[config.mk]
export PLATFORM = sky130hd
export DESIGN_NAME = wb2stream_host
export DESIGN_NICKNAME = d
export VERILOG_FILES = /design/src/rtl/wb2stream_host.sv
export SDC_FILE = /design/constraint.sdc
export NUM_CORES = 1
export LEC_CHECK = 0
export ABC_AREA = 1
export CAP_MARGIN = 20
export CORE_MARGIN = 2
export CORE_UTILIZATION = 45
export DETAILED_ROUTE_END_ITERATION = 12
export GPL_TIMING_DRIVEN = 0
export PLACE_DENSITY_LB_ADDON = 0.15
export SLEW_MARGIN = 15
export SYNTH_ARGS = -nofsm -noshare
export SYNTH_HDL_FRONTEND = slang
export SYNTH_SLANG_ARGS = --single-unit
[constraint.sdc]
create_clock -name clk -period 2.2 [get_ports clk]
set_input_delay 0.33 -clock clk [delete_from_list [all_inputs] [get_ports clk]]
set_output_delay 0.33 -clock clk [all_outputs]
set_load 0.02 [all_outputs]
[src/rtl/wb2stream_host.sv]
// rtl/wb2stream_host.sv - host initiator: local requests to 5-byte command frames, 4-byte responses
module wb2stream_host #(
   parameter int RD_WAIT = 16,
   parameter int TIMEOUT = 1024
) (
   input  logic        clk,
   input  logic        rst_n,
   input  logic        req_valid,
   output logic        req_ready,
   input  logic [1:0]  req_op,
   input  logic [3:0]  req_sel,
   input  logic [15:0] req_addr,
   input  logic [31:0] req_wdata,
   output logic [7:0]  tx_data,
   output logic        tx_valid,
   input  logic        tx_ready,
   input  logic [7:0]  rx_data,
   input  logic        rx_last,
   input  logic        rx_valid,
   output logic        rx_ready,
   output logic        rsp_valid,
   output logic [31:0] rsp_data,
   output logic        rsp_err,
   output logic        busy
);
   localparam int TW = $clog2(TIMEOUT);
   localparam int GW = (RD_WAIT > 1) ? $clog2(RD_WAIT) : 1;

   localparam logic [1:0] S_IDLE = 2'd0;
   localparam logic [1:0] S_TX   = 2'd1;
   localparam logic [1:0] S_GAP  = 2'd2;
   localparam logic [1:0] S_RX   = 2'd3;

   localparam logic [1:0] OP_SYNC  = 2'd0;
   localparam logic [1:0] OP_WRITE = 2'd1;
   localparam logic [1:0] OP_READ  = 2'd2;

   localparam logic [3:0] C_SYNC = 4'h0;
   localparam logic [3:0] C_REG  = 4'h1;
   localparam logic [3:0] C_DSET = 4'h2;
   localparam logic [3:0] C_DGET = 4'h3;
   localparam logic [3:0] C_AUX  = 4'h4;

   localparam logic [31:0] SYNC_WORD = 32'hCAFEBABE;

   logic [1:0]    state_q;
   logic [1:0]    op_q;
   logic [3:0]    sel_q;
   logic [15:0]   addr_q;
   logic [31:0]   wdata_q;
   logic          frm_q;
   logic [2:0]    byte_q;
   logic [GW-1:0] gap_q;
   logic [TW-1:0] tmo_q;
   logic [1:0]    rx_cnt_q;
   logic [31:0]   shift_q;
   logic          err_q;

   logic [3:0]    code;
   logic [31:0]   arg;
   logic [7:0]    tx_byte;
   logic [31:0]   rx_word;
   logic          rx_mism;
   logic          sync_bad;

   // Frame contents follow from the latched op and which of its (at most two) frames is active.
   always_comb begin
      code = C_SYNC;
      arg  = 32'h0;
      case (op_q)
         OP_SYNC: code = C_SYNC;
         OP_WRITE: begin
            if (!frm_q) begin
               code = C_DSET;
               arg  = wdata_q;
            end else begin
               code = C_REG;
               arg  = {11'b0, 1'b0, sel_q, addr_q};
            end
         end
         OP_READ: begin
            if (!frm_q) begin
               code = C_REG;
               arg  = {11'b0, 1'b1, sel_q, addr_q};
            end else begin
               code = C_DGET;
            end
         end
         default: begin
            code = C_AUX;
            arg  = wdata_q;
         end
      endcase
   end

   always_comb begin
      tx_byte = 8'h00;
      case (byte_q)
         3'd0:    tx_byte = {code, 4'h0};
         3'd1:    tx_byte = arg[31:24];
         3'd2:    tx_byte = arg[23:16];
         3'd3:    tx_byte = arg[15:8];
         default: tx_byte = arg[7:0];
      endcase
   end

   always_comb begin
      rx_word  = {shift_q[23:0], rx_data};
      rx_mism  = rx_last ^ (rx_cnt_q == 2'd3);
      sync_bad = (op_q == OP_SYNC) && (rx_word != SYNC_WORD);
   end

   assign tx_valid  = (state_q == S_TX);
   assign tx_data   = (state_q == S_TX) ? tx_byte : 8'h00;
   assign req_ready = (state_q == S_IDLE);
   assign busy      = (state_q != S_IDLE);
   assign rx_ready  = 1'b1;

   always_ff @(posedge clk) begin
      if (!rst_n) begin
         state_q   <= S_IDLE;
         op_q      <= 2'd0;
         sel_q     <= 4'h0;
         addr_q    <= 16'h0;
         wdata_q   <= 32'h0;
         frm_q     <= 1'b0;
         byte_q    <= 3'd0;
         gap_q     <= '0;
         tmo_q     <= '0;
         rx_cnt_q  <= 2'd0;
         shift_q   <= 32'h0;
         err_q     <= 1'b0;
         rsp_valid <= 1'b0;
         rsp_data  <= 32'h0;
         rsp_err   <= 1'b0;
      end else begin
         rsp_valid <= 1'b0;
         case (state_q)
            S_IDLE: begin
               if (req_valid) begin
                  op_q    <= req_op;
                  sel_q   <= req_sel;
                  addr_q  <= req_addr;
                  wdata_q <= req_wdata;
                  frm_q   <= 1'b0;
                  byte_q  <= 3'd0;
                  state_q <= S_TX;
               end
            end
            S_TX: begin
               if (tx_ready) begin
                  if (byte_q != 3'd4) begin
                     byte_q <= byte_q + 3'd1;
                  end else begin
                     byte_q <= 3'd0;
                     if (op_q == OP_SYNC || (op_q == OP_READ && frm_q)) begin
                        state_q  <= S_RX;
                        shift_q  <= 32'h0;
                        tmo_q    <= '0;
                        rx_cnt_q <= 2'd0;
                        err_q    <= 1'b0;
                     end else if (op_q == OP_READ) begin
                        frm_q <= 1'b1;
                        gap_q <= '0;
                        if (RD_WAIT != 0) state_q <= S_GAP;
                     end else if (op_q == OP_WRITE && !frm_q) begin
                        frm_q <= 1'b1;
                     end else begin
                        state_q   <= S_IDLE;
                        rsp_valid <= 1'b1;
                        rsp_data  <= 32'h0;
                        rsp_err   <= 1'b0;
                     end
                  end
               end
            end
            S_GAP: begin
               if (gap_q == GW'(RD_WAIT - 1)) state_q <= S_TX;
               else gap_q <= gap_q + 1'b1;
            end
            S_RX: begin
               if (rx_valid) begin
                  shift_q  <= rx_word;
                  tmo_q    <= '0;
                  rx_cnt_q <= rx_cnt_q + 2'd1;
                  if (rx_cnt_q == 2'd3) begin
                     state_q   <= S_IDLE;
                     rsp_valid <= 1'b1;
                     rsp_data  <= rx_word;
                     rsp_err   <= err_q | rx_mism | sync_bad;
                  end else begin
                     err_q <= err_q | rx_mism;
                  end
               end else if (tmo_q == TW'(TIMEOUT - 1)) begin
                  // Silent link: report whatever bytes made it in.
                  state_q   <= S_IDLE;
                  rsp_valid <= 1'b1;
                  rsp_data  <= shift_q;
                  rsp_err   <= 1'b1;
               end else begin
                  tmo_q <= tmo_q + 1'b1;
               end
            end
            default: state_q <= S_IDLE;
         endcase
      end
   end
endmodule

==> reports/results.tsv, run 1 <==
stage	metric	value	unit
status	status	finished, violations left	
status	failing checks	setup timing	
sta	fin worst setup slack	-0.1665	ns
job	max-capacitance violation count	0	
clock_network	maximum clock path buffer count	2	
clock_network	hold_buf cts	0	
cells_and_area	ANT cells	0	
setup_path	Crit. End Element	output port	
cells_and_area	final net count	1180	
setup_path	crit path launch	byte_q[1]	
yosys	Syn Area/Cell	6.803	sq um
die	core area	0.01437	sq mm
route	Routed Antenna Nets	0	
die	Die Span X	124.7	um
yosys	Synth area leader	dfxtp_1	
sta	clock skew	0.007150	ns
placement	number of port buffers	111	
power	Power Density	977.7	mW/mm^2
sta	Slew HR	56.60	%
cells_and_area	area grow syn2layout	35.77	%
cells_and_area	filler cell count	1347	
sta	final clock period utilization by the worst path	107.6	%
clock_network	Worst-path clk slew	0.06	ns
setup_path	Critical Path Max Stage Delay	0.40	ns
clock_network	root buf cell	clkbuf_16	
setup_path	crit path DAT	2.04	ns
setup_path	Critical R2R Launch	tmo_q[1]	
setup_path	path depth of the worst reg2reg path	11	
yosys	Synth top cells by count	nor2_1 (213), nand2_1 (199), dfxtp_1 (143), o21ai_0 (91), a21oi_1 (63)	
cells_and_area	final core utilization	61.90	%
power	leak pwr	0.003400	uW
route	via/cell ratio	5.185	
yosys	synth unique cells	37	
sta	post-layout min period	2.366	ns
placement	routability congestion estimate	0.8963	
yosys	async set-or-reset flop fraction in the synthesized netlist	0	%
yosys	post-synth net total	1039	
route	drt pass-1 iters	5	
setup_path	CP delay by family, top	buffers and inverters	
grt	Total Routing Usage GR	24.92	%
route	Iteration-0 DRC Markers	429	
yosys	Synth top area share	43.70	%
grt	vias in the first global route	6445	
sta	Final Hold Viols	0	
yosys	most frequent cell after synthesis	nor2_1	
setup_path	CP max-delay cell	dfxtp_4	
yosys	flops & latches, synth	143	
min_path	worst hold path type	flip-flop to flip-flop	
cells_and_area	layout cells sized above 1	11.73	%
die	die height	124.7	um
yosys	sequential share of the synthesized area	43.70	%
die	Die Area	0.01554	sq mm
die	IO Pins	114	
min_path	hold path startpoint	shift_q[29]	
yosys	Syn Std Cell Area	0.006551	sq mm
placement	DP HPWL	13710	um
yosys	YS warnings	0	
yosys	Post-synth EDFFs	0	
clock_network	latest clock arrival within the worst-skew pair	0.42	ns
yosys	Syn Inst Count	963	
sta	Max Freq	0.4226	GHz
sta	Slew @ Worst Pin	0.6509	ns
grt	first-pass GRT wire length	31240	um
die	Cell Rows	44	
clock_network	Num CTS Buffers	17	
setup_path	Buf+Inv Stages, Crit Path	4	
route	routed via count	6746	
route	drt drc	0	
clock_network	H-tree depth	4	
setup_path	maximum fanout along the worst path	5	
route	final WL	19540	um
grt	grt ovf	0	
setup_path	reg-to-reg slack, setup	0.16	ns
die	starting density of the core	45.59	%
setup_path	worst-path cell chain	inv_4 > ha_4 > inv_4 > nor2_4 > nor2_4 > nand2_4 > buf_8 > nand4_1 > o211ai_1 > a21oi_1 > buf_4	
sta	RSZ-0062 raised after global routing	yes	
clock_network	TritonCTS clock tree	done	
clock_network	clock sinks	143	
grt	initial antenna violation count	0	
grt	largest net degree at the start of global routing	17	
setup_path	CP required	1.87	ns
yosys	commonest register cell after synthesis	dfxtp_1	
route	Routed wire per std cell	15.02	um
sta	final hold slack	0.4618	ns
setup_path	WP depth	11	
setup_path	critical path class	flip-flop to output port	
power	Worst VDD drop	0.0007535	V
sta	fin. max-slew vios	0	
setup_path	CP Capture Point	tx_data[3]	
setup_path	r2r endpoint	rsp_data[0]	
setup_path	Startpoint Class	flip-flop	
sta	setup violators final	8	
yosys	Synth area leaders	dfxtp_1 (44%), nor2_1 (12%), nand2_1 (11%), o21ai_0 (7.0%), a21oi_1 (4.8%)	
kinds of logic (layout without fill, tap and decap cells):
family,Yosys count,count (layout),synth area share [%]
and+or+nand+nor,472,472,29.03
AOI/OAI and AO/OA,219,219,17.91
DFF,143,143,43.70
buffers and inverters,118,272,7.506
adders and majority gates,8,8,1.528
xor gates and xnor gates,2,2,0.2674
other,1,1,0.05724
tightest hold or removal path, delay by kind of cell, from the launching register on:
family | cells | cell delay, ns
and+or+nand+nor | 1 | 0.06
AOI/OAI and AO/OA | 1 | 0.05
DFF | 1 | 0.31
power by group:
group / total, uW / leakage [uW] / switching, uW / internal [uW]
sequential: 3330 / 0.00117 / 306 / 3020
combinational: 2310 / 0.00193 / 1450 / 860
clock: 3060 / 0.000304 / 1110 / 1960
total: 8700 / 0.00340 / 2860 / 5840
metrics by stage:
step	cells	power (uW)	setup WS, ns	setup TNS (ns)	cell area (sq um)
after floorplan	963	4694	0.07889	0	6551
after global placement	1258	5353	-0.8023	-5.322	7893
after detailed placement	1258	5383	-0.8265	-5.373	7893
after CTS	1297	8559	-0.1911	-1.225	8727
after global routing	1301	9128	-0.2434	-1.650	8895
final	1301	8696	-0.1665	-0.9644	8895
layout make-up:
cell class                 instances  area [sq um]  share of cell area [%]
clock inverter                    10         160.2                   1.801
timing repair buffer             123          1206                   13.56
clock buffer                      22         464.2                   5.219
tap                              184         230.2                   2.588
buffer                            54         286.5                   3.221
inverter                          63         249.0                   2.799
multi-input combinational        702          3417                   38.42
sequential                       143          2882                   32.40
sequential cells by signal, summed over array words and instances, names as in the netlist:
signal and flops:
rx_cnt_q 2, rsp_data 32, op_q 2, shift_q 32
sel_q 4, wdata_q 32, gap_q 4, tmo_q 10
state_q 2, err_q 1, rsp_err 1, rsp_valid 1
frm_q 1, addr_q 16, byte_q 3
routing by layer:
| metal | routed length [um] | vias to the layer above | track usage [%] |
|---|---|---|---|
| met5 | 0 | - | 0 |
| met2 | 9589 | 172 | 43.33 |
| met3 | 976 | 21 | 5.198 |
| li1 | - | 3417 | - |
| met4 | 200 | 0 | 7.270 |
| met1 | 8776 | 3136 | 31.16 |
cell usage in the layout (no fill, tap or decap), types with 3 or more instances in the layout:
| cell | instances |
|---|---|
| clkbuf_8 | 3 |
| nor2_4 | 9 |
| buf_2 | 11 |
| nand3_2 | 6 |
| nand2_4 | 3 |
| o21ai_0 | 89 |
| a22oi_1 | 6 |
| a21oi_1 | 61 |
| inv_1 | 47 |
| nand2_1 | 195 |
| ha_1 | 3 |
| o22ai_1 | 15 |
| clkbuf_1 | 32 |
| dfxtp_4 | 5 |
| ha_4 | 5 |
| clkbuf_16 | 17 |
| nor3_1 | 3 |
| nand3_1 | 28 |
| buf_4 | 18 |
| nand4_1 | 10 |
| dfxtp_1 | 138 |
| clkinv_2 | 3 |
| nor2_1 | 207 |
| nand2_2 | 5 |
| buf_6 | 10 |
| bufinv_16 | 4 |
| inv_4 | 3 |
| inv_2 | 11 |
| o211ai_1 | 10 |
| o21ai_1 | 25 |
| buf_1 | 3 |
| clkdlybuf4s50_1 | 102 |
worst min path at each step:
stage                       end  slack, ns  cells past startpoint
floorplan            shift_q[0]       0.44                      2
global placement     shift_q[0]       0.45                      2
detailed placement  shift_q[31]       0.45                      2
CTS                 shift_q[26]       0.46                      2
global route        shift_q[31]       0.48                      2
finish              shift_q[29]       0.46                      2
timing repair:
item / 4_1_cts / 5_1_grt
endpoints found under the setup margin: 8 / 19
setup buffers: 7 / 4
gates resized for setup: 97 / 37
pin swaps: 17 / 14
cloned: 1 / 0
Power figures use the tool's default switching activity.
==> run 2, diff against run 1 <==
CTS_CLUSTER_SIZE = 40   (was unset)
TNS_END_PERCENT = 30   (was unset)
==> reports/results.tsv, run 2 (synthesis gave the netlist of run 1 again) <==
stage	metric	value	unit
cells_and_area	ANT cells	0	
route	final WL	19300	um
placement	routability congestion estimate	0.8963	
clock_network	root buf cell	clkbuf_16	
grt	initial antenna violation count	0	
cells_and_area	commonest non-fill, non-tap cell in the layout	nor2_1	
die	core area	0.01437	sq mm
setup_path	CP max-delay cell	dfxtp_4	
sta	final clock period utilization by the worst path	106.5	%
setup_path	CP required	1.87	ns
clock_network	H-tree depth	4	
sta	Slew HR	54.24	%
power	Tot Pwr	8650	uW
setup_path	Crit. End Element	output port	
setup_path	reg-to-reg slack, setup	0.16	ns
clock_network	TritonCTS clock tree	done	
job	max-capacitance violation count	0	
route	drt drc	0	
sta	clock skew	0.006924	ns
status	failing checks	setup timing	
die	starting density of the core	45.59	%
grt	GR Util met1	31.19	%
grt	met2 Use GR	43.33	%
setup_path	Critical Path Max Stage Delay	0.37	ns
placement	DP HPWL	13710	um
die	Cell Rows	44	
cells_and_area	layout cells sized above 1	11.47	%
status	status	finished, violations left	
cells_and_area	most frequent cells in the layout	nor2_1 (206), nand2_1 (195), dfxtp_1 (138), clkdlybuf4s50_1 (102), o21ai_0 (88)	
cells_and_area	area grow syn2layout	35.01	%
grt	Total Routing Usage GR	24.92	%
grt	GR peak layer	met2	
grt	largest net degree at the start of global routing	17	
cells_and_area	Regs by FF count	rsp_data (32), shift_q (32), wdata_q (32)	
clock_network	clock sinks	143	
clock_network	hold_buf cts	0	
die	IO Pins	114	
power	Power Density	978.0	mW/mm^2
cells_and_area	final net count	1179	
sta	RSZ-0062 raised after global routing	yes	
die	die height	124.7	um
min_path	worst hold path type	flip-flop to flip-flop	
setup_path	crit path DAT	2.01	ns
sta	Slew @ Worst Pin	0.6864	ns
route	Routed Antenna Nets	0	
route	drt pass-1 iters	5	
sta	Max Freq	0.4267	GHz
grt	vias in the first global route	6438	
route	Iteration-0 DRC Markers	442	
sta	fin worst setup slack	-0.1436	ns
setup_path	Critical Path Most Common Cell	ha_4	
route	Routed wire per std cell	14.84	um
power	leak pwr	0.003384	uW
route	routed via count	6703	
clock_network	Num CTS Buffers	17	
cells_and_area	Final Non-Filler Cells	1300	
grt	global routing met3 resource utilization	5.155	%
placement	number of port buffers	111	
die	Die Area	0.01554	sq mm
setup_path	Startpoint Class	flip-flop	
sta	setup violators final	8	
grt	grt ovf	0	
route	via/cell ratio	5.156	
sta	fin. max-slew vios	0	
clock_network	latest clock arrival within the worst-skew pair	0.42	ns
clock_network	Worst-path clk slew	0.06	ns
placement	DP Cell Count	1258	
die	Die Span X	124.7	um
grt	first-pass GRT wire length	31240	um
sta	Final Hold Viols	0	
power	Worst VDD drop	0.0007534	V
sta	final hold slack	0.4630	ns
setup_path	maximum fanout along the worst path	5	
setup_path	worst-path cell chain	ha_4 > ha_4 > nor2_4 > nand2_4 > buf_6 > nand3_1 > o211ai_1 > a21oi_1 > buf_4	
clock_network	maximum clock path buffer count	2	
setup_path	critical path class	flip-flop to output port	
cells_and_area	final core utilization	61.56	%
sta	post-layout min period	2.344	ns
==> run 2: path summary, 6_finish.rpt <==
kind / startpoint / endpoint / cells after the start
worst min-delay path: shift_q[26] / shift_q[26] / 2
worst max register to register: tmo_q[1] / rsp_data[0] / 11
worst max-delay path: byte_q[0] / tx_data[0] / 9
worst min register to register: shift_q[26] / shift_q[26] / 2
==> run 2: metal layers <==
layer	share of wire [%]	routed length (um)	vias to the layer above
met4	1.2	222	0
met1	45	8703	3114
met3	4.7	915	21
met5	0	0	-
met2	49	9455	157
li1	-	-	3411
==> run 2: stage by stage <==
stage               area, sq um  setup slack (ns)  setup TNS (ns)
floorplan                  6551           0.07889               0
global placement           7893           -0.8023          -5.322
detailed placement         7893           -0.8265          -5.373
CTS                        8717           -0.1911          -1.221
global route               8845           -0.2380          -1.661
finish                     8845           -0.1436         -0.8322
==> run 2: final cells by class <==
cell class	count	area, sq um
inverters	63	249.0
well taps	184	230.2
fillers	1354	5524
multi-input cells	702	3391
plain buffers	54	282.8
flip-flops and latches	143	2879
repair buffers	122	1189
clock buffers	22	464.2
clock inverters	10	160.2
==> run 2: repair_timing <==
action | 4_1_cts | 5_1_grt
pin swaps | 15 | 10
resized for setup | 94 | 32
gates cloned | 1 | 0
buffers inserted | 7 | 3
endpoints found under the setup margin | 8 | 19
==> run 2: critical path, delay by kind of cell, from the launching register on <==
kind                       cells  cell delay (ns)
buffers and inverters          2             0.31
AOI/OAI and AO/OA              2             0.27
and+or+nand+nor                3             0.29
DFF                            1             0.37
adders and majority gates      2             0.34
==> run 2: power breakdown <==
| group | switching, uW | leakage [uW] | internal [uW] | total, uW |
|---|---|---|---|---|
| logic | 1430 | 0.00191 | 852 | 2280 |
| clock network | 1100 | 0.000304 | 1960 | 3050 |
| registers | 303 | 0.00117 | 3020 | 3320 |
| total | 2820 | 0.00338 | 5830 | 8650 |
==> run 3, diff against run 2 <==
REMOVE_ABC_BUFFERS = 1   (was unset)
==> reports/results.tsv, run 3 (synthesis gave the netlist of run 1 again) <==
stage	metric	value	unit
clock_network	clock sinks	143	
setup_path	critical path class	flip-flop to output port	
sta	Final TNS setup	-1.167	ns
setup_path	reg-to-reg slack, setup	0.18	ns
sta	setup violators final	8	
power	Comb pwr share	25.8	%
min_path	worst hold path type	input port to flip-flop	
cells_and_area	ANT cells	0	
die	starting density of the core	45.59	%
grt	initial antenna violation count	0	
setup_path	crit path DAT	2.07	ns
sta	fin. max-slew vios	0	
route	drt drc	0	
cells_and_area	area grow syn2layout	35.71	%
die	core area	0.01437	sq mm
cells_and_area	commonest non-fill, non-tap cell in the layout	nor2_1	
min_path	hold path startpoint	rst_n	
clock_network	Worst-path clk slew	0.06	ns
setup_path	Crit. End Element	output port	
cells_and_area	layout cells sized above 1	12.20	%
sta	Slew @ Worst Pin	0.7448	ns
sta	post-layout min period	2.400	ns
sta	Max Freq	0.4166	GHz
setup_path	Critical R2R Launch	state_q[0]	
die	Die Area	0.01554	sq mm
power	leak pwr	0.003333	uW
min_path	Hold Path End	rsp_data[31]	
sta	fin worst setup slack	-0.2002	ns
placement	number of port buffers	112	
sta	final hold slack	0.3099	ns
placement	DP HPWL	10880	um
route	via/cell ratio	5.135	
setup_path	CP required	1.87	ns
setup_path	path depth of the worst reg2reg path	9	
cells_and_area	Regs by FF count	rsp_data (32), shift_q (32), wdata_q (32)	
status	status	finished, violations left	
route	drt pass-1 iters	6	
power	Power Density	955.5	mW/mm^2
placement	routability congestion estimate	0.8048	
die	IO Pins	114	
cells_and_area	final core utilization	61.88	%
power	Sw Share	33.27	%
setup_path	r2r endpoint	rsp_data[0]	
sta	RSZ-0062 raised after global routing	yes	
clock_network	root buf cell	clkbuf_16	
cells_and_area	final net count	1145	
clock_network	hold_buf cts	0	
route	Iteration-0 DRC Markers	511	
grt	grt ovf	0	
clock_network	maximum clock path buffer count	2	
power	Tot Pwr	8495	uW
route	routed via count	6501	
setup_path	maximum fanout along the worst path	6	
cells_and_area	Final Non-Filler Cells	1266	
power	net switching power of the design	2826	uW
grt	first-pass GRT wire length	29120	um
die	Die Span X	124.7	um
setup_path	Startpoint Class	flip-flop	
power	Clock power frac	35.0	%
route	Routed Antenna Nets	0	
die	Cell Rows	44	
sta	clock skew	0.007130	ns
grt	Total Routing Usage GR	22.89	%
clock_network	latest clock arrival within the worst-skew pair	0.42	ns
power	Worst VDD drop	0.0006145	V
min_path	Hold Path Cell Cnt	3	
power	sequential group share of total power	39.2	%
route	final WL	18460	um
cells_and_area	most frequent cells in the layout	nor2_1 (206), nand2_1 (194), dfxtp_1 (136), clkdlybuf4s50_1 (101), o21ai_0 (88)	
clock_network	TritonCTS clock tree	done	
placement	DP Cell Count	1208	
grt	vias in the first global route	5941	
clock_network	H-tree depth	4	
sta	final clock period utilization by the worst path	109.1	%
sta	Slew HR	50.29	%
cells_and_area	filler cell count	1317	
status	failing checks	setup timing	
grt	largest net degree at the start of global routing	67	
job	max-capacitance violation count	0	
die	die height	124.7	um
clock_network	Num CTS Buffers	17	
route	Routed wire per std cell	14.58	um
power	Pint	5669	uW
sta	Final Hold Viols	0	
[run 3: changes by cell type in the layout (fill, tap and decap cells not counted), sizes merged]
cell           change
clkinvlp           +4
dlymetal6s2s       -1
inv                +1
nand2              +3
nor2               +1
clkbuf            -34
clkdlybuf4s15      +1
buf                -8
bufinv             -1
dlygate4sd2        +1
clkdlybuf4s50      -1
[run 3: cell type report]
class | count | area [sq um] | share of cell area [%]
tap | 184 | 230.2 | 2.589
multi-input combinational | 706 | 3487 | 39.22
clock inverter | 13 | 158.9 | 1.787
inverter | 63 | 259.0 | 2.913
sequential | 143 | 2882 | 32.41
clock buffer | 19 | 452.9 | 5.094
timing repair buffer | 137 | 1416 | 15.93
timing repair inverter | 1 | 5.005 | 0.05629
[run 3: critical path: stages (launching register included)]
cell and delay [ns]:
dfxtp_4 0.37, ha_4 0.17, ha_4 0.18, nor2_4 0.12, buf_12 0.14, nand2_8 0.08
buf_6 0.12, o211ai_1 0.21, a21oi_2 0.08, buf_4 0.16
[run 3: worst max path at each step]
stage | from | end | slack, ns | cells after the start
finish | byte_q[0] | tx_data[2] | -0.20 | 9
global route | byte_q[1] | tx_data[1] | -0.27 | 11
CTS | byte_q[0] | tx_data[2] | -0.18 | 10
detailed placement | rx_valid | rsp_data[2] | -1.75 | 7
global placement | rst_n | tmo_q[5] | -4.05 | 7
floorplan | state_q[0] | addr_q[0] | -0.25 | 5
[run 3: per-layer routing]
| metal | routed length, um | up-vias | part of all wire, % | global-route usage [%] |
|---|---|---|---|---|
| li1 | - | 3355 | - | - |
| met1 | 8468 | 2954 | 46 | 29.61 |
| met2 | 8779 | 170 | 48 | 38.38 |
| met3 | 963 | 22 | 5.2 | 5.627 |
| met4 | 252 | 0 | 1.4 | 5.816 |
| met5 | 0 | - | 0 | 0 |
[run 3: power groups by stage]
stage               Sequential [uW]  Clock, uW  Combinational (uW)
floorplan                      3280          0                1270
global placement               3340          0                1850
detailed placement             3340          0                1900
CTS                            3320       3030                2030
global route                   3380       3140                2440
finish                         3330       2970                2190
[run 3: what timing repair did]
item                                    CTS  global route
gates cloned                              4             1
buffers inserted                         13             8
endpoints found under the setup margin   89            79
gates resized for setup                 101            33
pin swaps                                15            12
[run 3: per-stage QoR]
stage               cell area (sq um)  setup slack [ns]
finish                           8891           -0.2002
global route                     8891           -0.2747
CTS                              8668           -0.1817
detailed placement               7724            -1.749
global placement                 7647            -4.053
floorplan                        6296           -0.2517
